$ cat src/rtl/seg_pkg.sv
// Shared seven-segment definitions: hex glyph table, segment bit positions, width helper.
package seg_pkg;

  localparam int unsigned SEG_A = 0;
  localparam int unsigned SEG_B = 1;
  localparam int unsigned SEG_C = 2;
  localparam int unsigned SEG_D = 3;
  localparam int unsigned SEG_E = 4;
  localparam int unsigned SEG_F = 5;
  localparam int unsigned SEG_G = 6;

  // Active-high {g,f,e,d,c,b,a}, indexed by nibble value.
  localparam logic [6:0] HEX7_TABLE [16] = '{
    7'h3F, 7'h06, 7'h5B, 7'h4F, 7'h66, 7'h6D, 7'h7D, 7'h07,
    7'h7F, 7'h6F, 7'h77, 7'h7C, 7'h39, 7'h5E, 7'h79, 7'h71
  };

  // $clog2 that never yields a zero-width vector.
  function automatic int unsigned idx_width(input int unsigned n);
    return (n <= 1) ? 1 : $clog2(n);
  endfunction

endpackage

$ cat src/rtl/hex7_decode.sv
// Combinational nibble to active-high seven-segment pattern.
module hex7_decode
  import seg_pkg::*;
(
  input  logic [3:0] nibble,
  output logic [6:0] seg
);

  assign seg = HEX7_TABLE[nibble];

endmodule

$ cat src/rtl/seg_scan_driver.sv
// Time-multiplexed seven-segment scanner with tear-free shadow, blanking, LZ suppression and dp.
module seg_scan_driver
  import seg_pkg::*;
#(
  parameter int unsigned NUM_DIGITS     = 8,
  parameter int unsigned REFRESH_DIV    = 100000,
  parameter int unsigned BLANK_CYCLES   = 1000,
  parameter bit          AN_ACTIVE_LOW  = 1'b1,
  parameter bit          SEG_ACTIVE_LOW = 1'b1
) (
  input  logic                                 clk,
  input  logic                                 rst_n,
  input  logic [4*NUM_DIGITS-1:0]              data,
  input  logic                                 load,
  input  logic [NUM_DIGITS-1:0]                dp_mask,
  input  logic                                 blank_lz,
  input  logic                                 enable,
  output logic [NUM_DIGITS-1:0]                an,
  output logic [6:0]                           seg,
  output logic                                 dp,
  output logic [idx_width(NUM_DIGITS)-1:0]     digit_idx,
  output logic                                 frame_tick
);

  localparam int unsigned IdxW = idx_width(NUM_DIGITS);
  localparam int unsigned CntW = idx_width(REFRESH_DIV);
  localparam logic [CntW-1:0] CntLast = CntW'(REFRESH_DIV - 1);
  localparam logic [IdxW-1:0] IdxLast = IdxW'(NUM_DIGITS - 1);
  localparam logic [NUM_DIGITS-1:0] AnOff = AN_ACTIVE_LOW ? '1 : '0;
  localparam logic [6:0] SegOff = SEG_ACTIVE_LOW ? 7'h7F : 7'h00;
  localparam logic DpOff = SEG_ACTIVE_LOW;

  logic [CntW-1:0]         cnt_q, cnt_d;
  logic [IdxW-1:0]         idx_q, idx_d;
  logic [4*NUM_DIGITS-1:0] staging_q, staging_d, shadow_q, shadow_d;
  logic [NUM_DIGITS-1:0]   dp_stage_q, dp_stage_d, dp_shadow_q, dp_shadow_d;
  logic                    pending_q, pending_d;
  logic                    frame_tick_q, frame_tick_d;
  logic [NUM_DIGITS-1:0]   an_q, an_d;
  logic [6:0]              seg_q, seg_d;
  logic                    dp_q, dp_d;

  logic                    slot_end, wrap;
  logic [3:0]              cur_nib;
  logic [6:0]              seg_raw;
  logic [NUM_DIGITS-1:0]   lz_blank;
  logic                    all_zero;
  logic                    visible, suppressed, dp_bit;
  logic [NUM_DIGITS-1:0]   an_act;
  logic [6:0]              seg_act;

  assign slot_end = enable && (cnt_q == CntLast);
  assign wrap     = slot_end && (idx_q == IdxLast);

  always_comb begin
    cnt_d        = cnt_q;
    idx_d        = idx_q;
    staging_d    = staging_q;
    dp_stage_d   = dp_stage_q;
    shadow_d     = shadow_q;
    dp_shadow_d  = dp_shadow_q;
    pending_d    = pending_q;
    frame_tick_d = wrap;
    if (enable) cnt_d = slot_end ? '0 : cnt_q + 1'b1;
    if (slot_end) idx_d = (idx_q == IdxLast) ? '0 : idx_q + 1'b1;
    // Shadow copies the pre-load staging, so a coincident load waits for the next wrap.
    if (wrap && pending_q) begin
      shadow_d    = staging_q;
      dp_shadow_d = dp_stage_q;
      pending_d   = 1'b0;
    end
    if (load) begin
      staging_d  = data;
      dp_stage_d = dp_mask;
      pending_d  = 1'b1;
    end
  end

  always_comb begin
    lz_blank = '0;
    all_zero = 1'b1;
    for (int i = NUM_DIGITS - 1; i > 0; i--) begin
      all_zero    = all_zero && (shadow_q[4*i +: 4] == 4'h0);
      lz_blank[i] = blank_lz && all_zero;
    end
  end

  assign cur_nib = shadow_q[4*idx_q +: 4];

  hex7_decode u_dec (
    .nibble (cur_nib),
    .seg    (seg_raw)
  );

  always_comb begin
    visible    = enable && (32'(cnt_q) >= BLANK_CYCLES);
    suppressed = lz_blank[idx_q];
    dp_bit     = dp_shadow_q[idx_q];
    an_act     = '0;
    // A suppressed digit keeps its anode only when its decimal point must show.
    if (visible && (!suppressed || dp_bit)) an_act[idx_q] = 1'b1;
    seg_act = (visible && !suppressed) ? seg_raw : 7'h00;
    an_d    = AN_ACTIVE_LOW ? ~an_act : an_act;
    seg_d   = SEG_ACTIVE_LOW ? ~seg_act : seg_act;
    dp_d    = SEG_ACTIVE_LOW ? ~(visible && dp_bit) : (visible && dp_bit);
  end

  always_ff @(posedge clk or negedge rst_n) begin
    if (!rst_n) begin
      cnt_q        <= '0;
      idx_q        <= '0;
      staging_q    <= '0;
      dp_stage_q   <= '0;
      shadow_q     <= '0;
      dp_shadow_q  <= '0;
      pending_q    <= 1'b0;
      frame_tick_q <= 1'b0;
      an_q         <= AnOff;
      seg_q        <= SegOff;
      dp_q         <= DpOff;
    end else begin
      cnt_q        <= cnt_d;
      idx_q        <= idx_d;
      staging_q    <= staging_d;
      dp_stage_q   <= dp_stage_d;
      shadow_q     <= shadow_d;
      dp_shadow_q  <= dp_shadow_d;
      pending_q    <= pending_d;
      frame_tick_q <= frame_tick_d;
      an_q         <= an_d;
      seg_q        <= seg_d;
      dp_q         <= dp_d;
    end
  end

  assign an         = an_q;
  assign seg        = seg_q;
  assign dp         = dp_q;
  assign digit_idx  = idx_q;
  assign frame_tick = frame_tick_q;

endmodule

$ cat config.mk
export PLATFORM = sky130hd
export DESIGN_NAME = seg_scan_driver
export DESIGN_NICKNAME = d
export VERILOG_FILES = /design/src/rtl/seg_pkg.sv /design/src/rtl/hex7_decode.sv /design/src/rtl/seg_scan_driver.sv
export SDC_FILE = /design/constraint.sdc
export NUM_CORES = 1
export LEC_CHECK = 0
export CORE_UTILIZATION = 45
export DETAILED_ROUTE_END_ITERATION = 8
export GPL_TIMING_DRIVEN = 1
export PLACE_DENSITY = 0.71
export SYNTH_ARGS = -nofsm -noshare
export SYNTH_HDL_FRONTEND = slang
export SYNTH_SLANG_ARGS = --single-unit
$ cat constraint.sdc
create_clock -name clk -period 2.7 [get_ports clk]
set_clock_uncertainty 0.05 [all_clocks]
set_input_delay 0.54 -clock clk [delete_from_list [all_inputs] [get_ports clk]]
set_output_delay 0.54 -clock clk [all_outputs]
set_load 0.02 [all_outputs]
==> flow_metrics.py, run 1 <==
metrics = {
    "route": {
        "num_vias": 3365,
        "wl_mm": 10.2,
        "drc": 0,
        "avgRoutedWirePerCell_um": 16.3,
        "drt-vias-per-instance": 5.38,
        "postRouteAntennaNets": 0,
        "first_iter_violations": 151,
        "dr.pass1.iters": 4,
    },
    "power": {
        "switching_share": 0.213,
        "pwr-share-comb": 0.060,
        "power.switching_w": 0.000977,
        "p_int_w": 0.00361,
        "power_frac_clock": 0.516,
        "p_leak_nw": 3.04,
        "ir_drop_mv": 0.345,
        "p_per_area_nw_per_um2": 678,
        "seq_power_share": 0.425,
    },
    "synth": {
        "synth_nets": 443,
        "synth_warnings": 0,
        "netlist_area_um2": 5260,
        "ys_seq_area_frac": 0.565,
        "synthArstFlopShare": 1.00,
        "yosysUniqueCellTypes": 51,
        "synthSimpleGateAreaFrac": 0.0940,
        "synth_enable_flop_cells": 0,
        "synthXorXnorAreaFrac": 0.0250,
        "synth_compound_area_frac": 0.0412,
        "synth_top_family_by_area": "multiplexers",
        "avgSynthCellArea_um2": 13.6,
        "syn_inst": 388,
        "synthMuxAreaShare": 0.221,
        "synth-seq-cells": 118,
        "synthAdderAreaFrac": 0.0238,
        "ys.flop_type": "dfrtp_1",
    },
    "sta": {
        "slew_violations": 0,
        "fmax_ghz": 0.400,
        "grt_setup_unrepaired": "false",
        "fin_hold_ws_ps": 430,
        "relSlewSlack": 0.495,
        "layout_min_cycle_time_ps": 2500,
        "tightestPinTransition_ps": 756,
        "hold_violations": 0,
        "setup_tns_ps": 0,
        "setup_viol": 0,
        "period_share": 0.927,
        "layout_setup_ws_ps": 197,
    },
    "final_layout": {
        "antenna_cells": 0,
        "final_area_um2": 6760,
        "area_growth_pct": 28.6,
        "drive_gt1_frac": 0.251,
        "utilization": 0.592,
        "nets": 525,
    },
    "clocking": {
        "clk_latency_ps": 410,
        "cts_tree": "yes",
        "ctsHtreeMaxLevel": 4,
        "clock_sinks": 118,
        "ctsResizeCount": 0,
        "cts_made_buffers": 17,
        "clockBufferDepth": 2,
        "path_clk_slew_ps": 60,
        "root_buffer": "clkbuf_16",
    },
    "grt": {
        "grt_pass1_wl_mm": 17.5,
        "grt_max_degree": 75,
        "track_usage": 0.196,
        "antenna_found_initial": 0,
        "gr-total-overflow": 0,
        "grt_pass1_vias": 3459,
    },
    "setup_path": {
        "crit_fanout": 14,
        "start_kind": "register",
        "crit_required_ps": 2980,
        "worst_ep_arrival_time_ps": 2780,
        "r2r-end": "seg[6]$_DFF_PN1_",
        "end_kind": "register",
        "reg2regPathDepth": 7,
        "crit_type": "reg -> reg",
        "reg2reg_from": "digit_idx[1]$_DFFE_PN0P_",
        "reg2reg_setup_slack_ps": 200,
    },
    "placement": {
        "dp_hpwl_mm": 7.07,
        "port_buffers": 64,
        "pre_cts_ws_ps": -34.9,
        "post_dp_cell_area_um2": 6110,
        "gp_congestion": 0.818,
    },
    "die": {
        "core_area_um2": 11400,
        "die_h_um": 110,
        "io_pins": 65,
        "rows": 39,
        "die_area_um2": 12100,
        "dieWidth_um": 110,
        "start_util": 0.460,
    },
    "worst_hold_path": {
        "min_path_type": "in -> async",
    },
    "run": {
        "cap_violations": 0,
    },
    "run_status": {
        "status": "finished, final reports clean",
    },
}
-- routing by layer --
metal / track usage / vias to the layer above / routed length (um) / part of all wire
met2: 0.295 / 88 / 4800 / 0.47
met4: 0.102 / 0 / 196 / 0.019
met5: 0 / - / 0 / 0
met3: 0.0459 / 21 / 407 / 0.040
met1: 0.263 / 1689 / 4810 / 0.47
li1: - / 1567 / - / -
-- layout by cell type, fill, tap and decap left out, types with 10 or more instances in the layout --
cell type | synthesis | final
buf_4 | 1 | 16
clkbuf_16 | 0 | 17
clkdlybuf4s50_1 | 0 | 62
dfrtp_1 | 102 | 102
dfstp_2 | 16 | 16
ha_1 | 10 | 10
inv_1 | 12 | 12
mux2_1 | 40 | 40
mux2_2 | 44 | 44
nand2_1 | 13 | 13
nand3_1 | 12 | 12
nand4_1 | 10 | 10
nor2_1 | 11 | 11
-- cell families after synthesis --
logic type,Yosys count
flops,118
mux,98
simple gates,86
buf+inv,31
compound gates,30
xor+xnor,15
fa+ha+maj,10
-- layout make-up --
cell class	count	area, um^2
Inverter	12	45.0
Clock inverter	10	144
Clock buffer	22	494
Multi-Input combinational cell	239	2130
Sequential cell	118	2970
Fill cell	911	4660
Timing Repair Buffer	82	796
Tap cell	143	179
-- power by group through the flow --
stage          Clock, W  Sequential, W  Combinational (W)
6_report        0.00236        0.00195           0.000273
5_1_grt         0.00248        0.00196           0.000307
4_1_cts         0.00240        0.00195           0.000279
3_5_place_dp          0        0.00197           0.000277
3_3_place_gp          0        0.00197           0.000266
2_1_floorplan         0        0.00195           0.000150
-- stage by stage --
stage	cells	total power (W)
floorplan	388	0.00210
global placement	593	0.00224
detailed placement	593	0.00225
CTS	626	0.00463
global route	626	0.00475
finish	626	0.00458
-- worst max-delay path, cell delays in order, from the launching register on --
cell      delay (ps)
dfrtp_1          620
mux4_2           560
mux2_2           330
inv_1            180
ha_1             180
inv_1             50
or3_1            360
o211ai_1         100
-- sequential cells by signal (all words and copies together) (netlist names) --
signal,count
staging_q,32
cnt_q,17
an,8
frame_tick,1
digit_idx,3
dp_shadow_q,8
dp_stage_q,8
seg,7
shadow_q,32
dp,1
pending_q,1
-- Yosys cell counts, types with 6 or more instances --
master	instances	area share
nor2_1	11	0.0079
xnor2_1	7	0.012
mux2_1	40	0.086
inv_1	12	0.0086
xor2_1	8	0.013
nand2_1	13	0.0093
ha_1	10	0.024
dfrtp_1	102	0.49
dfstp_2	16	0.080
mux2_2	44	0.094
mux2i_1	8	0.015
nor4_1	8	0.0095
mux4_2	6	0.026
nand3_1	12	0.011
o21ai_0	6	0.0057
nand4_1	10	0.012
-- what timing repair did --
| item | in CTS | in global routing |
|---|---|---|
| hold endpoints to repair | 5 | 0 |
| buffers inserted | 0 | 0 |
| hold buffers | 1 | 0 |
-- how the worst max path moves through the flow --
stage / startpoint / endpoint / depth (start not counted) / slack, ps
after floorplan: digit_idx[2]$_DFFE_PN0P_ / seg[0]$_DFF_PN1_ / 9 / 290
after global placement: enable / shadow_q[24]$_DFFE_PN0P_ / 7 / -20
after detailed placement: enable / shadow_q[30]$_DFFE_PN0P_ / 7 / -30
after CTS: digit_idx[1]$_DFFE_PN0P_ / seg[6]$_DFF_PN1_ / 7 / 190
after global routing: digit_idx[0]$_DFFE_PN0P_ / seg[2]$_DFF_PN1_ / 6 / 20
final: digit_idx[1]$_DFFE_PN0P_ / seg[6]$_DFF_PN1_ / 7 / 200
No activity file was read; power rests on OpenSTA's default activity.
==> inputs of run 2 (changes only) <==
--- a/config.mk
+++ b/config.mk
@@ -5,6 +5,7 @@
 export SDC_FILE = /design/constraint.sdc
 export NUM_CORES = 1
 export LEC_CHECK = 0
+export CAP_MARGIN = 0
 export CORE_UTILIZATION = 45
 export DETAILED_ROUTE_END_ITERATION = 8
 export GPL_TIMING_DRIVEN = 1
==> results of run 2 <==
The final DEF is identical to that of run 1; final timing and power are the same.
